**src/rtl/lht_ctrl.sv**
```systemverilog
// lht_ctrl: controller for the local history table SRAM (dual port).
// Port 0 serves fetch lookups; port 1 zero-fills the table after reset and
// then does read-modify-write history shifts for resolved branches.
// A write still in flight to the SRAM is forwarded to a lookup that was
// accepted at the same edge the write was issued.
// Optional: define LHT_CTRL_PERF_EN to add 32-bit lookup/update/forward counters.
module lht_ctrl #(
  parameter int IDX_WIDTH  = 8,
  parameter int HIST_WIDTH = 8
) (
  input  logic                  clk,
  input  logic                  rst,
  output logic                  init_done,
  input  logic                  lookup_valid,
  input  logic [IDX_WIDTH-1:0]  lookup_idx,
  output logic                  lookup_ready,
  output logic                  resp_valid,
  output logic [HIST_WIDTH-1:0] resp_hist,
  input  logic                  upd_valid,
  input  logic [IDX_WIDTH-1:0]  upd_idx,
  input  logic                  upd_taken,
  output logic                  upd_ready,
  output logic                  csb0,
  output logic                  web0,
  output logic [IDX_WIDTH-1:0]  addr0,
  output logic [HIST_WIDTH-1:0] din0,
  input  logic [HIST_WIDTH-1:0] dout0,
  output logic                  csb1,
  output logic                  web1,
  output logic [IDX_WIDTH-1:0]  addr1,
  output logic [HIST_WIDTH-1:0] din1,
  input  logic [HIST_WIDTH-1:0] dout1
`ifdef LHT_CTRL_PERF_EN
  ,
  output logic [31:0]           perf_lookup_cnt,
  output logic [31:0]           perf_upd_cnt,
  output logic [31:0]           perf_fwd_cnt
`endif
);

  typedef enum logic {S_INIT, S_RUN} state_t;
  typedef enum logic {U_IDLE, U_WR}  ustate_t;

  typedef struct packed {
    logic                  vld;
    logic [IDX_WIDTH-1:0]  idx;
    logic [HIST_WIDTH-1:0] data;
  } wr_t;

  localparam logic [IDX_WIDTH-1:0] IDX_MAX = '1;

  state_t                state, state_nx;
  ustate_t               ustate, ustate_nx;
  logic [IDX_WIDTH-1:0]  init_cnt;
  logic [IDX_WIDTH-1:0]  u_idx;
  logic                  u_taken;
  wr_t                   wr_q;
  logic [IDX_WIDTH-1:0]  lk_idx_q;
  logic [HIST_WIDTH-1:0] new_hist;
  logic                  lk_acc, upd_acc, wr_issue, fwd_sel;

  // Shift the resolved direction in at the LSB; the oldest bit falls off the top.
  assign new_hist = HIST_WIDTH'({dout1, u_taken});

  assign lk_acc   = !rst && (state == S_RUN) && lookup_valid;
  assign upd_acc  = !rst && (state == S_RUN) && (ustate == U_IDLE) && upd_valid;
  assign wr_issue = !rst && (state == S_RUN) && (ustate == U_WR);

  // Response data is stale in the SRAM only when the write to the same index
  // was issued at the accept edge; wr_q holds it until it commits.
  assign fwd_sel   = resp_valid && wr_q.vld && (lk_idx_q == wr_q.idx);
  assign resp_hist = fwd_sel ? wr_q.data : dout0;
  assign din0      = '0;

  // Next-state and SRAM command decode; everything idles while rst is high.
  always_comb begin
    state_nx     = state;
    ustate_nx    = ustate;
    init_done    = 1'b0;
    lookup_ready = 1'b0;
    upd_ready    = 1'b0;
    csb0         = 1'b1;
    web0         = 1'b1;
    addr0        = '0;
    csb1         = 1'b1;
    web1         = 1'b1;
    addr1        = '0;
    din1         = '0;
    if (!rst) begin
      case (state)
        S_INIT: begin
          csb1  = 1'b0;
          web1  = 1'b0;
          addr1 = init_cnt;
          if (init_cnt == IDX_MAX) state_nx = S_RUN;
        end
        default: begin
          init_done    = 1'b1;
          lookup_ready = 1'b1;
          if (lookup_valid) begin
            csb0  = 1'b0;
            addr0 = lookup_idx;
          end
          case (ustate)
            U_IDLE: begin
              upd_ready = 1'b1;
              if (upd_valid) begin
                csb1      = 1'b0;
                addr1     = upd_idx;
                ustate_nx = U_WR;
              end
            end
            default: begin
              csb1      = 1'b0;
              web1      = 1'b0;
              addr1     = u_idx;
              din1      = new_hist;
              ustate_nx = U_IDLE;
            end
          endcase
        end
      endcase
    end
  end

  // Top-level and update FSM state, zero-fill counter.
  always_ff @(posedge clk) begin
    if (rst) begin
      state    <= S_INIT;
      ustate   <= U_IDLE;
      init_cnt <= '0;
    end else begin
      state  <= state_nx;
      ustate <= ustate_nx;
      if (state == S_INIT) init_cnt <= init_cnt + 1'b1;
    end
  end

  // Latch the accepted update, and the write in flight for forwarding.
  always_ff @(posedge clk) begin
    if (rst) begin
      u_idx   <= '0;
      u_taken <= 1'b0;
      wr_q    <= '0;
    end else begin
      if (upd_acc) begin
        u_idx   <= upd_idx;
        u_taken <= upd_taken;
      end
      wr_q.vld <= wr_issue;
      if (wr_issue) begin
        wr_q.idx  <= u_idx;
        wr_q.data <= new_hist;
      end
    end
  end

  // Lookup response pulse and the index it belongs to.
  always_ff @(posedge clk) begin
    if (rst) begin
      resp_valid <= 1'b0;
      lk_idx_q   <= '0;
    end else begin
      resp_valid <= lk_acc;
      if (lk_acc) lk_idx_q <= lookup_idx;
    end
  end

`ifdef LHT_CTRL_PERF_EN
  // Free-running event counters, wrapping at 2**32.
  always_ff @(posedge clk) begin
    if (rst) begin
      perf_lookup_cnt <= '0;
      perf_upd_cnt    <= '0;
      perf_fwd_cnt    <= '0;
    end else begin
      if (lk_acc)   perf_lookup_cnt <= perf_lookup_cnt + 32'd1;
      if (wr_issue) perf_upd_cnt    <= perf_upd_cnt + 32'd1;
      if (fwd_sel)  perf_fwd_cnt    <= perf_fwd_cnt + 32'd1;
    end
  end
`endif

endmodule

```
**config.mk**
```make
export PLATFORM = sky130hd
export DESIGN_NAME = lht_ctrl
export DESIGN_NICKNAME = d
export VERILOG_FILES = /design/src/rtl/lht_ctrl.sv
export SDC_FILE = /design/constraint.sdc
export NUM_CORES = 1
export LEC_CHECK = 0
export CAP_MARGIN = 20
export CELL_PAD_IN_SITES_DETAIL_PLACEMENT = 1
export CELL_PAD_IN_SITES_GLOBAL_PLACEMENT = 1
export CORE_UTILIZATION = 28
export DETAILED_ROUTE_END_ITERATION = 10
export GPL_TIMING_DRIVEN = 0
export MAX_ROUTING_LAYER = met4
export PLACE_DENSITY_LB_ADDON = 0.1
export SYNTH_ARGS = -nofsm -noshare
export SYNTH_HDL_FRONTEND = slang
export SYNTH_SLANG_ARGS = --single-unit
```
**constraint.sdc**
```tcl
create_clock -name clk -period 1.3 [get_ports clk]
set_input_delay 0.13 -clock clk [delete_from_list [all_inputs] [get_ports clk]]
set_output_delay 0.13 -clock clk [all_outputs]
set_load 0.01 [all_outputs]
```
==> reports/summary.txt <==
status: finished with violations
violated checks: negative setup slack
Synth Flop Type: dfxtp_1
dpl hpwl: 4.99 mm
maxcap violations: 0
final WL: 7.78 mm
CP startpoint kind: register
warnings from Yosys: 0
Setup TNS: -16.14 ns
Min-Delay Startpoint: dout1[0]
Die Height: 90.5 um
num ports: 85
cells on worst reg2reg path: 9
Reg area: 910 um^2
Post-synth top cells: 67 x nand2_1, 45 x dfxtp_1, 28 x nor2_1
largest net degree at the start of global routing: 17
ranking of synthesized cells by area: dfxtp_1 41%, nand2_1 11%, a21oi_1 5.9%
worst-skew pair later-pin latency: 0.30 ns
Hold EP: wr_q[1]
antenna violations before repair: 0
drt wl/cell: 15.2 um
gpl congestion: 0.832
# rows: 31
RSZ-0062 raised after global routing: true
worst hold path type: input port to register
DRT Pass-1 Iters: 4
critical-path maximum fanout: 7
Cell Area, Synth: 2190 um^2
most area-hungry cell type in the Yosys netlist: dfxtp_1
vias post-DR: 2,317
post-layout minimum cycle time: 1.98 ns
core area: 7410 um^2
Yosys reg bits: 45
CTS buffer count: 5
worst hold slack: 0.402 ns
Post-DRT Antenna Nets: 0
CP Capture Type: primary output
most common cell in the netlist: nand2_1
via/cell ratio: 4.53
Min-Delay Path Depth: 3
Max transition margin: 52.7%
synthesized instance count: 283
area fraction of the dominant cell type after synthesis: 41.0%
power per cell area: 673 nW/um^2
IO buf count: 73
GRT Util Overall: 19.3%
pins over their slew limit: 0
reg2reg start: state
fillcell total: 868
fin crit share: 153%
width of the die: 90.5 um
htree depth: 2
CTS tree: done
syn_area_per_cell: 7.75 um^2
Post-synth EDFFs: 0
synth unique cells: 31
WP data required: 1.17 ns
CTS clock-pin slew for the worst setup and hold paths: 0.09 ns
first-pass GRT wire length: 12.2 mm
share of cells above drive strength 1: 41.5%
CTS root buf: clkbuf_8
Final setup violation count: 48
FMAX: 504 MHz
synth-to-layout area growth: 77.5%
Final Hold Viols: 0
Final WS setup: -0.684 ns
Seq/Total Area, Yosys: 41.0%
Final Skew: 0.00387 ns
vias in the first global route: 2,381
slack of the worst reg-to-reg path: -0.17 ns
Initial DRC Count: 77
cts hold-fix bufs: 0
Layout Nets: 449
Slew @ Worst Pin: 0.709 ns
Residual DRC: 0
Die ar.: 8200 um^2
Worst VDD drop: 370 uV
Worst R2R End: lk_idx_q[0]
GR Overflow Total: 0
n_diodes: 0
Initial Util: 29.6%
worst setup path class: register to primary output
Clock Sinks: 45
area of the multi-input gates: 1340 um^2
arrival time worst endpoint: 1.85 ns
pre-CTS worst setup slack: -1.03 ns
LEAKAGE: 1.76 nW
clock buffer depth: 2
Async S/R FF share, synth: 0%
[through the flow]
stage | instance area, um^2 | cells | power [mW] | util (%)
after floorplan | 2230 | 290 | 1.54 | -
after global placement | 3080 | 462 | 1.71 | 41.6
after detailed placement | 3080 | 462 | 1.72 | 41.6
after CTS | 3610 | 502 | 2.66 | 48.7
after global routing | 3890 | 511 | 2.73 | 52.6
final | 3890 | 511 | 2.62 | 52.6
[cell type report]
class,count,area share [%]
multi-input cells,209,34.5
clock buffers,5,1.77
repair buffers,116,30.4
flip-flops and latches,45,23.4
inverters,9,1.06
plain buffers,25,5.20
clock inverters,3,0.546
well taps,99,3.18
[worst max path at each step]
stage | start | to | slack [ns] | depth (start not counted)
final | wr_q[9] | resp_hist[1] | -0.68 | 6
after global placement | rst | din1[7] | -1.01 | 5
after floorplan | lk_idx_q[6] | resp_hist[0] | -0.09 | 4
after detailed placement | rst | din1[5] | -1.03 | 5
after CTS | lk_idx_q[1] | resp_hist[6] | -0.74 | 6
after global routing | wr_q[9] | resp_hist[1] | -0.78 | 6
[registers in the layout, indices dropped and copies added, names as in the netlist]
register,cells
u_idx,8
wr_q,17
state,1
u_taken,1
ustate,1
init_cnt,8
lk_idx_q,8
resp_valid,1
[what timing repair did]
item	in CTS	in global routing
pin swaps	24	19
setup endpoints to repair	82	63
buffers inserted	32	14
cloned	2	1
resized for setup	263	60
[cells by family (layout without fill, tap and decap cells)]
kind of cell | count (synthesis) | after routing | synth area share [%]
AOI/OAI and AO/OA | 45 | 45 | 11.3
xor gates and xnor gates | 14 | 14 | 5.59
adders and majority gates | 1 | 1 | 0.570
buffers and inverters | 36 | 158 | 8.10
DFF | 45 | 45 | 41.0
muxes | 18 | 18 | 8.67
other | 2 | 9 | 0.342
and+or+nand+nor | 122 | 122 | 24.3
[critical path, cell delays in order, from the launching register on]
cell and delay [ns]:
dfxtp_2 0.34, xor2_2 0.18, nor4_4 0.32, nand3_2 0.13, buf_6 0.16, mux2_4 0.30, buf_6 0.12
[layout by cell type (no fill, tap or decap), drive strengths merged, types with 3 or more instances in the layout]
cell type and count:
o21ai 9, nand2 67, dfxtp 45, buf 96, mux2i 10, a21oi 26
xor2 10, clkbuf 15, and2 10, nand2b 3, nor2 28, nand3 3
inv 10, nor3 3, xnor2 4, o211ai 8, clkdlybuf4s50 33, conb 9
mux2 8
[per-layer routing]
metal | wire [um] | track usage, % | vias up
met4 | 65 | 4.84 | 0
li1 | - | - | 1153
met2 | 4050 | 34.2 | 54
met5 | 0 | - | -
met3 | 257 | 3.03 | 7
met1 | 3410 | 22.6 | 1103
[where the power goes]
part,leakage [nW],internal (mW),total [mW],switching (mW)
clock network,0.0445,0.382,0.903,0.521
registers,0.366,1.39,1.40,0.0119
logic,1.35,0.183,0.318,0.136
total,1.76,1.95,2.62,0.669
(Power assumes the default switching activity.)
